$ cat src/rtl/mips_ctrl_alu_path.sv
// mips_ctrl_alu_path: main/ALU-control decode plus 32-bit ALU with ID/EX and EX/MEM registers.
// Revision 1.0
`default_nettype none

module mips_ctrl_alu_path (
  input  logic        clk,
  input  logic        rst,
  input  logic [31:0] ins,
  input  logic [31:0] rd_data1,
  input  logic [31:0] rd_data2,
  output logic        jump,
  output logic [3:0]  ctrl_ex,
  output logic [2:0]  ctrl_mem,
  output logic [1:0]  ctrl_wb,
  output logic [31:0] alu_result,
  output logic        alu_zero,
  output logic [31:0] exmem_result,
  output logic        exmem_zero,
  output logic [31:0] exmem_wdata,
  output logic [4:0]  exmem_regdst,
  output logic [2:0]  exmem_mem,
  output logic [1:0]  exmem_wb
);

  localparam logic [5:0] OP_RTYPE = 6'b000000;
  localparam logic [5:0] OP_LW    = 6'b100011;
  localparam logic [5:0] OP_SW    = 6'b101011;
  localparam logic [5:0] OP_BEQ   = 6'b000100;
  localparam logic [5:0] OP_ADDI  = 6'b001000;
  localparam logic [5:0] OP_J     = 6'b000010;

  localparam logic [3:0] ALU_AND  = 4'b0000;
  localparam logic [3:0] ALU_OR   = 4'b0001;
  localparam logic [3:0] ALU_ADD  = 4'b0010;
  localparam logic [3:0] ALU_SUB  = 4'b0110;
  localparam logic [3:0] ALU_SLT  = 4'b0111;
  localparam logic [3:0] ALU_NOR  = 4'b1100;
  localparam logic [3:0] ALU_NONE = 4'b1111;

  logic [31:0] imm_ext;
  logic        unused_rs;

  logic [3:0]  ex_q;
  logic [2:0]  mem_q;
  logic [1:0]  wb_q;
  logic [31:0] a_q;
  logic [31:0] b_q;
  logic [31:0] imm_q;
  logic [4:0]  rt_q;
  logic [4:0]  rd_q;

  logic [3:0]  alu_ctl;
  logic [31:0] alu_b;
  logic [4:0]  regdst_sel;

  // rs is consumed by the register file upstream; only its read data arrives here.
  assign unused_rs = ^ins[25:21];
  assign imm_ext   = {{16{ins[15]}}, ins[15:0]};

  always_comb begin
    jump     = 1'b0;
    ctrl_ex  = 4'b0000;
    ctrl_mem = 3'b000;
    ctrl_wb  = 2'b00;
    case (ins[31:26])
      OP_RTYPE: begin ctrl_ex = 4'b0101; ctrl_wb = 2'b11; end
      OP_LW:    begin ctrl_ex = 4'b1000; ctrl_mem = 3'b010; ctrl_wb = 2'b10; end
      OP_SW:    begin ctrl_mem = 3'b001; end
      OP_BEQ:   begin ctrl_ex = 4'b0011; ctrl_mem = 3'b100; end
      OP_ADDI:  begin ctrl_ex = 4'b1000; ctrl_wb = 2'b11; end
      OP_J:     begin jump = 1'b1; end
      default:  begin end
    endcase
  end

  always_ff @(posedge clk or negedge rst) begin
    if (!rst) begin
      ex_q  <= '0;
      mem_q <= '0;
      wb_q  <= '0;
      a_q   <= '0;
      b_q   <= '0;
      imm_q <= '0;
      rt_q  <= '0;
      rd_q  <= '0;
    end else begin
      ex_q  <= ctrl_ex;
      mem_q <= ctrl_mem;
      wb_q  <= ctrl_wb;
      a_q   <= rd_data1;
      b_q   <= rd_data2;
      imm_q <= imm_ext;
      rt_q  <= ins[20:16];
      rd_q  <= ins[15:11];
    end
  end

  always_comb begin
    alu_ctl = ALU_NONE;
    case (ex_q[2:1])
      2'b00, 2'b11: alu_ctl = ALU_ADD;
      2'b01:        alu_ctl = ALU_SUB;
      default: begin
        case (imm_q[5:0])
          6'b100000: alu_ctl = ALU_ADD;
          6'b100010: alu_ctl = ALU_SUB;
          6'b100100: alu_ctl = ALU_AND;
          6'b100101: alu_ctl = ALU_OR;
          6'b101010: alu_ctl = ALU_SLT;
          6'b100111: alu_ctl = ALU_NOR;
          default:   alu_ctl = ALU_NONE;
        endcase
      end
    endcase
  end

  // ALUSrc=1 selects the register operand, 0 the immediate.
  assign alu_b = ex_q[0] ? b_q : imm_q;

  always_comb begin
    alu_result = 32'd0;
    case (alu_ctl)
      ALU_ADD: alu_result = a_q + alu_b;
      ALU_SUB: alu_result = a_q - alu_b;
      ALU_AND: alu_result = a_q & alu_b;
      ALU_OR:  alu_result = a_q | alu_b;
      ALU_SLT: alu_result = {31'd0, ($signed(a_q) < $signed(alu_b))};
      ALU_NOR: alu_result = ~(a_q | alu_b);
      default: alu_result = 32'd0;
    endcase
  end

  assign alu_zero   = (alu_result == 32'd0);
  assign regdst_sel = ex_q[3] ? rt_q : rd_q;

  always_ff @(posedge clk or negedge rst) begin
    if (!rst) begin
      exmem_result <= '0;
      exmem_zero   <= 1'b0;
      exmem_wdata  <= '0;
      exmem_regdst <= '0;
      exmem_mem    <= '0;
      exmem_wb     <= '0;
    end else begin
      exmem_result <= alu_result;
      exmem_zero   <= alu_zero;
      exmem_wdata  <= b_q;
      exmem_regdst <= regdst_sel;
      exmem_mem    <= mem_q;
      exmem_wb     <= wb_q;
    end
  end

endmodule

`default_nettype wire

$ cat config.mk
export PLATFORM = sky130hd
export DESIGN_NAME = mips_ctrl_alu_path
export DESIGN_NICKNAME = d
export VERILOG_FILES = /design/src/rtl/mips_ctrl_alu_path.sv
export SDC_FILE = /design/constraint.sdc
export NUM_CORES = 1
export LEC_CHECK = 0
export ABC_CLOCK_PERIOD_IN_PS = 9150
export CAP_MARGIN = 20
export CORE_MARGIN = 5
export CORE_UTILIZATION = 30
export DETAILED_ROUTE_END_ITERATION = 12
export GPL_TIMING_DRIVEN = 1
export PLACE_DENSITY = 0.49
export SYNTH_ARGS = -nofsm -noshare
export SYNTH_HDL_FRONTEND = slang
export SYNTH_SLANG_ARGS = --single-unit
$ cat constraint.sdc
create_clock -name clk -period 9.15 [get_ports clk]
set_clock_uncertainty 0.15 [all_clocks]
set_input_delay 1.83 -clock clk [delete_from_list [all_inputs] [get_ports clk]]
set_output_delay 1.83 -clock clk [all_outputs]
set_load 0.01 [all_outputs]
---- Word-level counts from Yosys, hierarchy flattened ----
Index checks and enable logic that the tools add are counted.
storage, ports and cells
  bits in registers ....................... 174
  bits of input ports ..................... 98
operators by class
  muxes and demuxes ....................... 9
  add/subtract/negate cells ............... 2
  $lt $le $gt $ge ......................... 1
  bitwise operators ....................... 3
  reduce and logical (&&, ||, !) cells .... 7
  equality and inequality tests ........... 18
operators with widths
  cell                                           count
  one-hot mux 32 bit (6 select lines)            1
  == test 6 bit, second input constant           8
  adder 32 bit                                   1
  AND 32 bit                                     1
  zero test 32 bit                               1
  < comparator 32 bit                            1
  2-to-1 mux 32 bit                              1
  inverter 32 bit                                1
  bitwise OR 32 bit                              1
  subtractor 32 bit                              1
  one-hot mux 4 bit (6 select lines)             1
  one-hot mux 4 bit (3 select lines)             1
  one-hot mux 3 bit (3 select lines)             1
  == test 4 x 3 -> 1 bit, second input constant  2
  one-hot mux 4 bit (2 select lines)             1
  == test 6 x 2 -> 1 bit, second input constant  1
  == test 6 x 3 -> 1 bit, second input constant  1
  == test 6 x 4 -> 1 bit, second input constant  1
  zero test 6 bit                                1
  OR reduction 2 bit                             3
  2-to-1 mux 5 bit                               1
  == test 4 x 1 -> 1 bit, second input constant  1
  == test 4 x 2 -> 1 bit, second input constant  1
  == test 4 bit, second input constant           1
  6 further kinds                                6

---- Depth between registers and ports, before layout ----
Gate-level depths: netlist of run 1.
  depth after elaboration ................. 6
  mapped depth ............................ 18
  gate-level depth less buffers ........... 16

---- Worst setup path after synthesis of run 1 ----
No wires, ideal clock.
  path type ............................... flip-flop to output port
  start point ............................. register ex_q[0]
  end point ............................... output port alu_zero
  data arrival time ....................... 4352 ps
  slack ................................... 2818 ps
  cell stages (with the launch flop) ...... 19
  path buffers ............................ 2
  data required time ...................... 7170 ps
  cell sequence ........................... dfrtp_1 -> clkbuf_1 -> buf_1 -> mux2i_1 -> inv_1 -> ha_1 -> inv_1 -> fa_1 -> nor2b_1 -> o2111a_1 -> o2111a_1 -> o21ai_0 -> a21oi_1 -> a211o_1 -> a31oi_1 -> mux2i_1 -> o211ai_1 -> nand4bb_1 -> nor4b_2
between the ends
  word-level cells in the longest chain between the ends .. 5
RTL lines
  item                                                       RTL line  source
  from (decl)                                                43        logic [3:0] ex_q;
  from (signal assigned)                                     87        ex_q <= ctrl_ex;
  2-to-1 mux 32 bit (*)                                      118       assign alu_b = ex_q[0] ? b_q : imm_q;
  branches (longest 2 deep; another with subtractor 32 bit)  -
  one-hot mux 32 bit (6 select lines) (*)                    122       case (alu_ctl)
  via alu_result[30]                                         15        output logic [31:0] alu_result,
  zero test 32 bit (*)                                       133       assign alu_zero = (alu_result == 32'd0);
  to (decl)                                                  16        output logic alu_zero,
Mark *: on every way through the listed nets, which the timed path passes.

---- Final worst setup path of run 1 ----
  start point ............................. register ex_q[0]
  end point ............................... output port alu_zero
between the ends
  word-level cells in the longest chain between the ends .. 5
RTL lines
  item                                                       RTL line
  2-to-1 mux 32 bit (*)                                      118
  branches (longest 2 deep; another with subtractor 32 bit)  -
  one-hot mux 32 bit (6 select lines) (*)                    122
  zero test 32 bit (*)                                       133
Every way passes the cells marked *.

==> run_results.csv, run 1 <==
group,metric,value,unit
run_status,status,"finished, final reports clean",
global_route,grt_pass1_wl,54.0,mm
critical_path,worst_ep_arrival_time,6.40,ns
place,portBuffers,210,
clock_network,cts_tree,"done",
logic_synthesis,synth_ff_type,"dfrtp_1",
flow_run,drv_cap,0,
sta,setup_violations,0,
logic_synthesis,post-synth-top-area-cell,"dfrtp_1",
place,gp_congestion,0.888,
logic_synthesis,synth_seq_cells,169,
global_route,track_usage,18.1,%
route,drcViolationCount,0,
place,hpwl,27.1,mm
logic_synthesis,synth_cell_types,85,
clock_network,cts_max_level,4,
route,vias_per_cell,5.21,
global_route,grt_antenna_before_repair,0,
clock_network,cts_root_buf,"clkbuf_16",
global_route,grt_max_degree,71,
logic_synthesis,mappedNetlistArea,10400,um^2
clock_network,cts_max_path_buffers,2,
global_route,grt_pass1_vias,9167,
route,ant_nets,0,
logic_synthesis,syn-instance-count,1097,
final_layout,nets,1484,
sta,whs,0.201,ns
power_and_ir_drop,power.density,165,nW/um^2
die,core_area,34400,um^2
die,dieArea,38500,um^2
sta,max_slew.worst_pin.slew,0.897,ns
route,first_iter_violations,593,
sta,min_period_over_period,91.6,%
sta,drv_slew,0,
min_path,min-delay-path-class,"flop to flop",
clock_network,clk_pin_slew,0.06,ns
power_and_ir_drop,power.total,0.00224,W
final_layout,n_fill_cell,3475,
critical_path,start_kind,"flop",
sta,finalSetupTns,0,ns
power_and_ir_drop,p_leak,5.85,nW
clock_network,cts_resized,0,
critical_path,timing_worst_setup_path_type,"flop to primary output",
logic_synthesis,async_flop_share,100,%
final_layout,syn_to_final_growth,30.3,%
clock_network,clock_sinks,169,
sta,period_needed,8.38,ns
clock_network,holdBufCountCts,0,
route,dr.pass1.iters,7,
die,io-pin-count,216,
critical_path,crit_required,7.17,ns
clock_network,numCtsBuffers,17,
die,fp-row-count,68,
die,initial_core_util,30.3,%
route,wl_per_cell,20.1,um
die,fp.dieH,196,um
critical_path,worst_setup_path_end_kind,"primary output",
logic_synthesis,yosysSeqAreaShare,40.7,%
critical_path,worst-path-max-fanout,21,
logic_synthesis,synth_top_area_share,40.7,%
final_layout,drive_above_1_share,6.10,%
route,num_vias,9133,
sta,hold_viol,0,
logic_synthesis,synth-edff-count,0,
die,dieWidth,196,um
logic_synthesis,yosysWarnings,0,
power_and_ir_drop,ir_worst_vdd,0.145,mV
logic_synthesis,postSynthAreaPerCell,9.48,um^2
logic_synthesis,netlist_top_cells_area,"dfrtp_1 41%, ha_1 12%, a21oi_1 4.8%",
final_layout,final_cells,1752,
global_route,grt_overflow_total,0,
sta,fmax,119,MHz
route,routed_wl,35.2,mm
sta,slew_headroom,40.2,%
place,dp.cells,1719,
clock_network,post_cts_buffers,0,
sta,rsz0062_at_grt,"false",
clock_network,clkLatencyLatePin,0.45,ns
logic_synthesis,synth_nets,1298,
[cells in the final DEF, fill, tap and decap left out, drive strengths merged, types with 7 or more instances in the layout]
cell / n
inv: 94
o211ai: 14
o21ai: 40
a221o: 9
nor3: 32
a21oi: 102
buf: 14
mux2i: 26
or2: 8
and2: 10
o31ai: 15
nor2b: 14
a211oi: 13
o21bai: 11
clkbuf: 21
ha: 101
nor4: 12
nand2: 54
a221oi: 29
a21o: 11
nand4: 9
dfrtp: 169
nand2b: 7
nor2: 107
mux2: 7
clkdlybuf4s50: 209
nand3: 14
nor4b: 7
o311ai: 9
xnor2: 11
a31oi: 11
[stage by stage]
step                setup WS (ns)  cell area [um^2]  utilization (%)
CTS                         0.774             13600             39.4
detailed placement           1.29             12900             37.6
floorplan                    2.82             10400                -
global route                0.254             13600             39.4
finish                      0.767             13600             39.4
global placement             1.36             12900             37.6
[flip-flops by register name (all words and copies together), names as in the netlist]
register / flops
exmem_zero: 1
exmem_wdata: 32
rd_q: 4
a_q: 32
ex_q: 4
exmem_regdst: 5
b_q: 32
mem_q: 3
rt_q: 5
exmem_mem: 3
exmem_result: 32
wb_q: 2
imm_q: 12
exmem_wb: 2
[report_power, final]
group | internal, W | switching (W) | total (W) | leakage [nW]
Combinational | 0.000290 | 0.000364 | 0.000654 | 3.56
Clock | 0.000450 | 0.000304 | 0.000754 | 0.291
Sequential | 0.000803 | 0.0000264 | 0.000830 | 2.00
Total | 0.00154 | 0.000695 | 0.00224 | 5.85
[cell families (layout without fill, tap and decap cells)]
family	Yosys count	count (layout)	synth area share, %
muxes	33	33	3.26
and+or+nand+nor	301	301	14.6
AOI/OAI and AO/OA	330	330	22.1
xor gates and xnor gates	11	11	0.926
adders and majority gates	103	103	12.5
other	0	1	0
buffers and inverters	150	349	5.85
DFF	169	169	40.7
[worst paths after layout]
kind	cells past startpoint	slack [ns]	from	to
worst max-delay path	15	0.77	ex_q[0]	alu_zero
worst min register to register	0	0.20	mem_q[1]	exmem_mem[1]
worst max register to register	14	3.52	ex_q[0]	exmem_zero
max in group asynchronous	2	6.43	rst	b_q[29]
min in group asynchronous	1	1.16	rst	exmem_wdata[11]
worst min-delay path	0	0.20	mem_q[1]	exmem_mem[1]
[metal layers]
layer  global-route usage, %  vias to the layer above  routed length [um]
li1                        -                     4344                   -
met1                    25.1                     4433               16400
met2                    28.5                      315               16200
met3                    3.45                       41                1900
met4                    5.64                        0                 709
met5                       0                        -                   0
[synthesized netlist by cell type, types with 13 or more instances]
cell type,instances
buf_2,18
o211ai_1,14
nor3_1,32
o31ai_1,13
a21oi_1,100
a221oi_1,27
clkbuf_1,30
mux2i_1,26
dfrtp_1,169
ha_1,101
inv_1,92
nand2_1,54
nand3_1,13
a211oi_1,13
o21ai_0,37
nor2_1,107
nor2b_1,14
[area by class of cell]
type | instances | area (um^2) | area share, %
well taps | 455 | 569 | 4.20
repair buffers | 223 | 2200 | 16.2
inverters | 94 | 353 | 2.60
clock buffers | 21 | 470 | 3.47
multi-input cells | 778 | 5590 | 41.2
flip-flops and latches | 169 | 4230 | 31.2
diodes | 1 | 2.50 | 0.0185
clock inverters | 11 | 144 | 1.06
[worst max-delay path, cell delays in order (launching register included)]
cell and delay (ns):
dfrtp_1 0.60, buf_4 0.38, mux2i_1 0.38, ha_1 0.43, inv_1 0.15, a21oi_1 0.25
o31ai_1 0.12, nor3_1 0.54, nor2_1 0.11, or4_4 0.61, nor4b_1 0.54, nand4b_1 0.17
nor4_1 0.55, nand4bb_1 0.19, nor4b_2 0.31, clkdlybuf4s50_1 0.60
No activity file was read; power rests on OpenSTA's default activity.
==> run 2: changes to the inputs <==
GPL_ROUTABILITY_DRIVEN = 0   (was not set)
==> run 2 against run 1 <==
Compared with the run above:
- global-route usage fell by 0.11 points
- first-iteration DRC count rose by 5.4%
- power fell by 2.7%
- final cell count fell by 0.17%
- clock-buffer cell count rose by 1
- hold slack got worse by 0.0023 ns
- die area did not move
- register-to-register slack improved by 0.20 ns
- sequential power barely moved
- via count rose by 0.19%
- sequential share of layout area rose by 0.14 points
- cell area fell by 0.46%
==> run_results.csv, run 2 (synthesis results as in run 1) <==
group,metric,value,unit
global_route,grt_antenna_before_repair,0,
route,drcViolationCount,0,
final_layout,antenna_cells,0,
run_status,status,"finished, final reports clean",
final_layout,mostFrequentLayoutCells,"209 x clkdlybuf4s50_1, 169 x dfrtp_1, 107 x nor2_1",
final_layout,syn_to_final_growth,29.7,%
route,num_vias,9150,
power_and_ir_drop,power.total,0.00218,W
clock_network,cts_tree,"done",
clock_network,cts_resized,0,
critical_path,start_kind,"flop",
min_path,min-delay-path-class,"flop to flop",
flow_run,drv_cap,0,
sta,setup_violations,0,
final_layout,mostFrequentLayoutCell,"clkdlybuf4s50_1",
global_route,grt_pass1_vias,9234,
global_route,grt_pass1_wl,54.1,mm
clock_network,clk_pin_slew,0.06,ns
die,initial_core_util,30.3,%
global_route,use_met3,3.54,%
sta,rsz0062_at_grt,"false",
sta,drv_slew,0,
sta,min_period_over_period,89.4,%
final_layout,nets,1482,
clock_network,holdBufCountCts,0,
power_and_ir_drop,ir_worst_vdd,0.142,mV
sta,max_slew.worst_pin.slew,1.01,ns
die,dieArea,38500,um^2
clock_network,cts_max_path_buffers,2,
clock_network,clock_sinks,169,
global_route,use_met1,25.1,%
final_layout,drive_above_1_share,5.87,%
clock_network,cts_max_level,4,
place,hpwl,26.8,mm
global_route,grt_max_degree,74,
global_route,track_usage,17.9,%
sta,whs,0.198,ns
critical_path,worst-path-max-fanout,20,
critical_path,crit_required,7.17,ns
clock_network,clkLatencyLatePin,0.44,ns
global_route,busiest_layer,"met2",
final_layout,fin_area,13500,um^2
sta,slew_headroom,31.8,%
die,io-pin-count,216,
die,core_area,34400,um^2
critical_path,worst_ep_arrival_time,6.20,ns
place,postPlaceCellArea,12900,um^2
clock_network,numCtsBuffers,17,
die,fp.dieH,196,um
sta,fmax,122,MHz
sta,period_needed,8.18,ns
global_route,met2_usage,28.1,%
critical_path,worst_setup_path_end_kind,"primary output",
sta,hold_viol,0,
place,portBuffers,210,
route,first_iter_violations,625,
route,ant_nets,0,
sta,finalSetupTns,0,ns
route,routed_wl,34.9,mm
global_route,grt_overflow_total,0,
power_and_ir_drop,p_leak,5.81,nW
clock_network,post_cts_buffers,0,
route,dr.pass1.iters,6,
critical_path,timing_worst_setup_path_type,"flop to primary output",
power_and_ir_drop,power.density,161,nW/um^2
die,dieWidth,196,um
route,wl_per_cell,20.0,um
clock_network,cts_root_buf,"clkbuf_16",
route,vias_per_cell,5.23,
die,fp-row-count,68,
run 2: changes by cell type in the layout (fill, tap and decap cells not counted), sizes merged:
cell      before  now
bufinv         3    1
diode          1    0
clkinv         4    5
clkinvlp       4    5
inv           94   93
buf           14   12
clkbuf        21   22
run 2: worst max-delay path, stage by stage (launching register included):
cell	delay, ns
dfrtp_1	0.59
buf_4	0.36
mux2i_1	0.38
ha_1	0.42
inv_1	0.15
a21oi_1	0.25
o31ai_1	0.13
nor3_1	0.54
nor2_1	0.11
or4_4	0.61
nor4b_1	0.51
nand4b_1	0.18
nor4_1	0.38
nand4bb_1	0.22
nor4b_2	0.32
clkdlybuf4s50_1	0.60
run 2: power by group:
| group | internal, W | switching (W) |
|---|---|---|
| Sequential | 0.000803 | 0.0000260 |
| Clock | 0.000395 | 0.000303 |
| Combinational | 0.000288 | 0.000362 |
run 2: final timing paths:
path	start	endpoint	slack [ns]	cells past startpoint
min reg2reg	mem_q[1]	exmem_mem[1]	0.20	0
max reg2reg	ex_q[0]	exmem_zero	3.72	14
max in group asynchronous	rst	b_q[30]	6.38	2
max	ex_q[0]	alu_zero	0.97	15
min in group asynchronous	rst	exmem_wdata[11]	1.15	1
min	mem_q[1]	exmem_mem[1]	0.20	0
run 2: final cells by class:
type	count	area [um^2]
fill	3442	20900
clock inverter	10	95.1
tap	455	569
sequential	169	4230
clock buffer	22	474
timing repair buffer	221	2190
inverter	94	353
multi-input combinational	778	5590
run 2: per-stage QoR:
stage	instances	util (%)	setup WS, ns
global route	1749	39.3	0.460
CTS	1749	39.3	0.976
floorplan	1097	-	2.82
global placement	1717	37.6	1.53
detailed placement	1717	37.6	1.48
finish	1749	39.3	0.971
run 2: layer usage:
| layer | share of wire, % | up-vias |
|---|---|---|
| met5 | 0 | - |
| met4 | 2.0 | 0 |
| met3 | 5.4 | 41 |
| met2 | 46 | 309 |
| met1 | 47 | 4455 |
| li1 | - | 4345 |
==> RTL change 1, RTL diff (settings of run 2) <==
Reset style: synchronous (`rst`), changed in 2 clocked blocks.
--- a/src/rtl/mips_ctrl_alu_path.sv
+++ b/src/rtl/mips_ctrl_alu_path.sv
@@ -75,3 +75,3 @@
 
-  always_ff @(posedge clk or negedge rst) begin
+  always_ff @(posedge clk) begin
     if (!rst) begin
@@ -135,3 +135,3 @@
 
-  always_ff @(posedge clk or negedge rst) begin
+  always_ff @(posedge clk) begin
     if (!rst) begin
Formal check against the unedited RTL: differs if rst is asserted again (counterexample within 4 cycles, from zero or initial values and one cycle with rst low); with rst held inactive, the same outputs for 10 cycles.
==> RTL change 1 against run 2 <==
Final cell count is 8.4% higher. Sequential cell count stayed put. Count of clock-buffer cells in the layout stayed put. Power is 5.5% lower. Non-clock buffer count is 1 higher. Die area is 0.24% higher. Worst setup slack worse by 270 ps. Wire length is 8.4% higher. Cell area is 0.21% higher. Register-to-register slack worse by 270 ps. Area after synthesis is 0.25% higher. Worst hold slack better by 83 ps. First-iteration DRC count is 24% higher. Critical endpoint unchanged. Largest power group unchanged.
==> RTL change 1: results (changes against run 2) <==
Clocking
  – CTS root buf: clkbuf_16 (unchanged)
  – CTS Buffer Depth: 2 (unchanged)
  – Setup bufs post-CTS: 0 (unchanged)

Placement
  – DP Worst Slack: 1436 ps (was 1478 ps)
  – Half-perimeter wire length after detailed placement: 28.78 mm (was 26.76 mm)
  – Dpl cell area: 12,940 µm² (was 12,920 µm²)

Critical path
  – Slowest CP cell: a222oi_1 (was or4_4)
  – Max incr delay on CP: 940 ps (was 610 ps)
  – CP top delay family: compound AO/OA/AOI/OAI gates (was simple AND/OR/NAND/NOR gates)
  – CP max FO: 8 (was 20)
  – R2R cell count: 15 (was 14)
  – Crit Reg-Reg Startpoint: ex_q[0] (unchanged)
  – CP arrival: 6470 ps (was 6200 ps)
  – FF-to-FF End: exmem_zero (unchanged)
  – Reg2Reg Setup Slack: 3450 ps (was 3720 ps)

Synthesis
  – Post-Synthesis Cells: 1,259 (was 1,097)
  – Synth Flop Type: dfxtp_1 (was dfrtp_1)
  – Synth area leaders: dfxtp_1 (32%), ha_1 (12%), and2_1 (9.1%) (was dfrtp_1 (41%), ha_1 (12%), a21oi_1 (4.8%))
  – Top post-synthesis cells by count: dfxtp_1 (169), and2_1 (152), a21oi_1 (105) (was dfrtp_1 (169), nor2_1 (107), ha_1 (101))
  – Distinct cells, synth: 78 (was 85)
  – Syn_nets: 1,461 (was 1,298)
  – Register area share after synthesis: 0.3245 (was 0.4066)
  – Asr flop ratio synth: 0 (was 1.000)

GRT
  – First-pass GRT wire length: 57.30 mm (was 54.10 mm)
  – Total GRT Usage: 0.1906 (was 0.1795)
  – Largest net degree at the start of global routing: 93 (was 74)
  – Vias in the first global route: 9,666 (was 9,234)

Finish
  – Filler cells: 3,513 (was 3,442)
  – Layout cell share with drive strength beyond 1: 0.04927 (was 0.05873)
  – Post-route insts no fill: 1,896 (was 1,749)
  – # nets final: 1,630 (was 1,482)

Detailed routing
  – Via count: 9,832 (was 9,150)
  – DRT iter0 DRCs: 776 (was 625)
  – Pre-antenna DRT Iters: 8 (was 6)
  – Post-DR wirelength/cell: 19.99 µm (was 19.98 µm)

Power and ir drop
  – P_leak: 5.569 nW (was 5.814 nW)
  – Power in combinational cells: 526 µW (was 650 µW)
  – VDD IR max: 0.0001305 V (was 0.0001424 V)
  – Switching share of power: 0.3126 (was 0.3170)
  – P_clk: 732 µW (was 698 µW)
  – Clock power share: 0.356 (was 0.321)

Run status
  – Status: finished clean (unchanged)

STA
  – Slew HR: 0.2610 (was 0.3179)
  – Worst hold margin: 281.6 ps (was 198.5 ps)

Min path
  – Worst Min Path Start: mem_q[0] (was mem_q[1])
  – WHS Endpoint: exmem_mem[0] (was exmem_mem[1])
  – Min-Delay Path Depth: 1 (was 0)
[RTL change 1: changes by cell type after synthesis, moves of 7 or more]
cell | before | now
a221oi_1 | 27 | 19
buf_2 | 18 | 3
clkbuf_1 | 30 | 63
nor2_1 | 107 | 94
and2_1 | 9 | 152
dfxtp_1 | 0 | 169
dfrtp_1 | 169 | 0
a211oi_1 | 13 | 20
[RTL change 1: worst max-delay path by stage]
stage,startpoint,end,slack [ps],cells after the start
after global placement,ex_q[0],alu_zero,1500,16
final,ex_q[0],alu_zero,700,16
after floorplan,ex_q[0],alu_zero,2740,17
after global routing,ex_q[0],alu_zero,460,16
after CTS,ex_q[0],alu_zero,920,16
after detailed placement,ex_q[0],alu_zero,1440,16
[RTL change 1: area by class of cell]
class,count,area (µm²),share of cell area
well taps,455,569.3,0.04211
multi-input cells,918,6422,0.4750
flip-flops and latches,169,3383,0.2502
clock buffers,22,474.2,0.03507
repair buffers,222,2190,0.1619
clock inverters,10,106.4,0.007866
inverters,100,375.4,0.02776
[RTL change 1: kinds of logic (layout without fill, tap and decap cells)]
kind of cell | after synthesis | after routing | synth area share
adders and majority gates | 104 | 104 | 0.1262
AOI/OAI and AO/OA | 327 | 327 | 0.2134
buffers and inverters | 172 | 354 | 0.06372
xor gates and xnor gates | 13 | 13 | 0.01092
muxes | 30 | 30 | 0.02940
DFF | 169 | 169 | 0.3245
and+or+nand+nor | 444 | 444 | 0.2319
[RTL change 1: layer usage]
layer	GRT usage	part of all wire	wire [µm]
met5	0	0	0
met4	0.04784	0.018	672
met3	0.06154	0.10	3930
met2	0.2817	0.41	15560
met1	0.2693	0.47	17730
==> RTL change 2, RTL diff (config.mk and constraints of run 2) <==
Made on the original files. Remove the case item `ALU_ADD` of the case on `alu_ctl`.
--- a/src/rtl/mips_ctrl_alu_path.sv
+++ b/src/rtl/mips_ctrl_alu_path.sv
@@ -122,3 +122,2 @@
     case (alu_ctl)
-      ALU_ADD: alu_result = a_q + alu_b;
       ALU_SUB: alu_result = a_q - alu_b;
Check against the original RTL: not equivalent (a bounded check fails within 4 cycles, from zero or initial values and one cycle with rst low).
==> RTL change 2 against run 2 <==
Clock power rose by 8.3%. Die area fell by 17%. Count of clock-buffer cells in the layout fell by 5. Cell area fell by 13%. Wire length fell by 29%. Power fell by 14%. Combinational power fell by 50%. Sequential cell count did not move. Non-clock buffer count fell by 4. Area after synthesis fell by 18%. Worst setup slack improved by 180 ps. Critical path type unchanged. Critical endpoint unchanged. Largest cell class is now sequential cells. Largest power group unchanged. Highest routed layer unchanged.
==> RTL change 2: results (changes against run 2) <==
Finish
  – Filler cells: 2,748 (was 3,442)
  – Diode count: 0 (unchanged)
  – Layout cell share with drive strength beyond 1: 0.06238 (was 0.05873)
  – # nets final: 1,224 (was 1,482)

GRT
  – Vias in the first global route: 6,787 (was 9,234)
  – Largest net degree at the start of global routing: 99 (was 74)
  – Initial antenna violation count: 0 (unchanged)
  – Total GRT Usage: 0.1564 (was 0.1795)
  – First-pass GRT wire length: 38.42 mm (was 54.10 mm)

Critical path
  – CP max FO: 14 (was 20)
  – R2R cell count: 16 (was 14)
  – FF-to-FF End: exmem_zero (unchanged)
  – Slowest CP cell: dfrtp_1 (was or4_4)
  – Reg2Reg Setup Slack: 3900 ps (was 3720 ps)
  – Crit Reg-Reg Startpoint: imm_q[0] (was ex_q[0])
  – Max incr delay on CP: 670 ps (was 610 ps)
  – CP arrival: 6020 ps (was 6200 ps)

Clocking
  – Setup bufs post-CTS: 0 (unchanged)
  – CTS root buf: clkbuf_16 (unchanged)
  – Num CTS Buffers: 17 (unchanged)
  – Post-CTS resize count: 0 (unchanged)
  – H-tree lvl count: 4 (unchanged)
  – Clk slew on worst S/H paths: 80 ps (was 60 ps)
  – CTS Buffer Depth: 2 (unchanged)
  – Worst skew pair latency: 440 ps (about the same)

Detailed routing
  – Pre-antenna DRT Iters: 5 (was 6)
  – DRT Wirelength: 24.95 mm (was 34.95 mm)
  – DRT iter0 DRCs: 308 (was 625)
  – Via count: 6,646 (was 9,150)

Power and ir drop
  – P_leak: 5.302 nW (was 5.814 nW)
  – Net Switching: 551.0 µW (was 690.3 µW)
  – VDD IR max: 0.0001178 V (was 0.0001424 V)

Synthesis
  – Syn_nets: 1,009 (was 1,298)
  – Synth area leaders: dfrtp_1 (50%), ha_1 (14%), inv_1 (4.0%) (was dfrtp_1 (41%), ha_1 (12%), a21oi_1 (4.8%))
  – Top post-synthesis cells by count: dfrtp_1 (169), ha_1 (96), inv_1 (91) (was dfrtp_1 (169), nor2_1 (107), ha_1 (101))
  – Asr flop ratio synth: 1.000 (unchanged)
  – Distinct cells, synth: 67 (was 85)
  – Leading area contributor after synthesis: dfrtp_1 (unchanged)
  – Register area share after synthesis: 0.4951 (was 0.4066)
  – Yosys warning count: 0 (unchanged)

Min path
  – Worst Min Path Start: wb_q[1] (was mem_q[1])
  – WHS Endpoint: exmem_wb[1] (was exmem_mem[1])
  – HP Class: register to register (unchanged)
  – Min-Delay Path Depth: 0 (unchanged)

STA
  – Worst Tran Pin Value: 902.0 ps (was 1014 ps)

Placement
  – Dpl cell area: 11,100 µm² (was 12,920 µm²)
  – Half-perimeter wire length after detailed placement: 18.91 mm (was 26.76 mm)
  – I/O Buffers: 210 (unchanged)

Run status
  – Status: finished clean (unchanged)
-- RTL change 2: worst max-delay path: cells and delay by family (launching register included) --
family / cells / cell delay, ps
AND/OR/NAND/NOR: 5 / 1530
adder cells (fa/ha/maj): 2 / 450
flip-flops: 1 / 670
XOR/XNOR: 1 / 190
buffers and inverters: 3 / 930
AO/OA/AOI/OAI: 6 / 1840
-- RTL change 2: per-stage QoR --
stage	std cells	worst slack [ps]	total power, mW	utilization	hold slack, ps
CTS	1420	1127	1.915	0.4196	204.6
detailed placement	1388	1658	1.142	0.3975	184.7
global route	1420	819.2	1.980	0.4196	210.0
global placement	1388	1675	1.140	0.3975	185.9
finish	1420	1151	1.882	0.4196	202.1
floorplan	814	3007	0.9900	-	181.2
-- RTL change 2: layout make-up --
type,instances,share of cell area
clock inverters,15,0.01644
clock buffers,17,0.03629
well taps,378,0.04035
multi-input cells,533,0.3328
inverters,91,0.02914
repair buffers,217,0.1841
flip-flops and latches,169,0.3608
-- RTL change 2: cell families (layout without fill, tap and decap cells) --
logic type	count (synthesis)	count (layout)	share of synthesized area
fa+ha+maj	97	97	0.1430
compound gates	175	175	0.1352
flops	169	169	0.4951
simple gates	213	213	0.1232
mux	22	22	0.02739
buf+inv	112	340	0.04951
xor+xnor	26	26	0.02666
-- RTL change 2: metal layers --
| metal | track usage | vias up | wire, µm |
|---|---|---|---|
| met5 | 0 | - | 0 |
| met4 | 0.04093 | 0 | 319 |
| met3 | 0.04239 | 22 | 1770 |
| met2 | 0.2543 | 204 | 11670 |
| met1 | 0.2070 | 3193 | 11190 |
| li1 | - | 3227 | - |
-- RTL change 2: power groups by stage --
stage / clock, mW / combinational (mW) / sequential, mW
2_1_floorplan: 0 / 0.174 / 0.816
3_3_place_gp: 0 / 0.326 / 0.814
3_5_place_dp: 0 / 0.327 / 0.815
4_1_cts: 0.785 / 0.330 / 0.801
5_1_grt: 0.814 / 0.362 / 0.804
6_report: 0.756 / 0.326 / 0.800
-- RTL change 2: worst max-delay path by stage --
stage               depth (start not counted)  slack [ps]       end  startpoint
floorplan                                  18        3010  alu_zero     ex_q[0]
global placement                           17        1670  alu_zero    imm_q[0]
detailed placement                         15        1660  alu_zero     ex_q[0]
CTS                                        15        1130  alu_zero     ex_q[0]
global route                               17         820  alu_zero    imm_q[0]
finish                                     17        1150  alu_zero    imm_q[0]
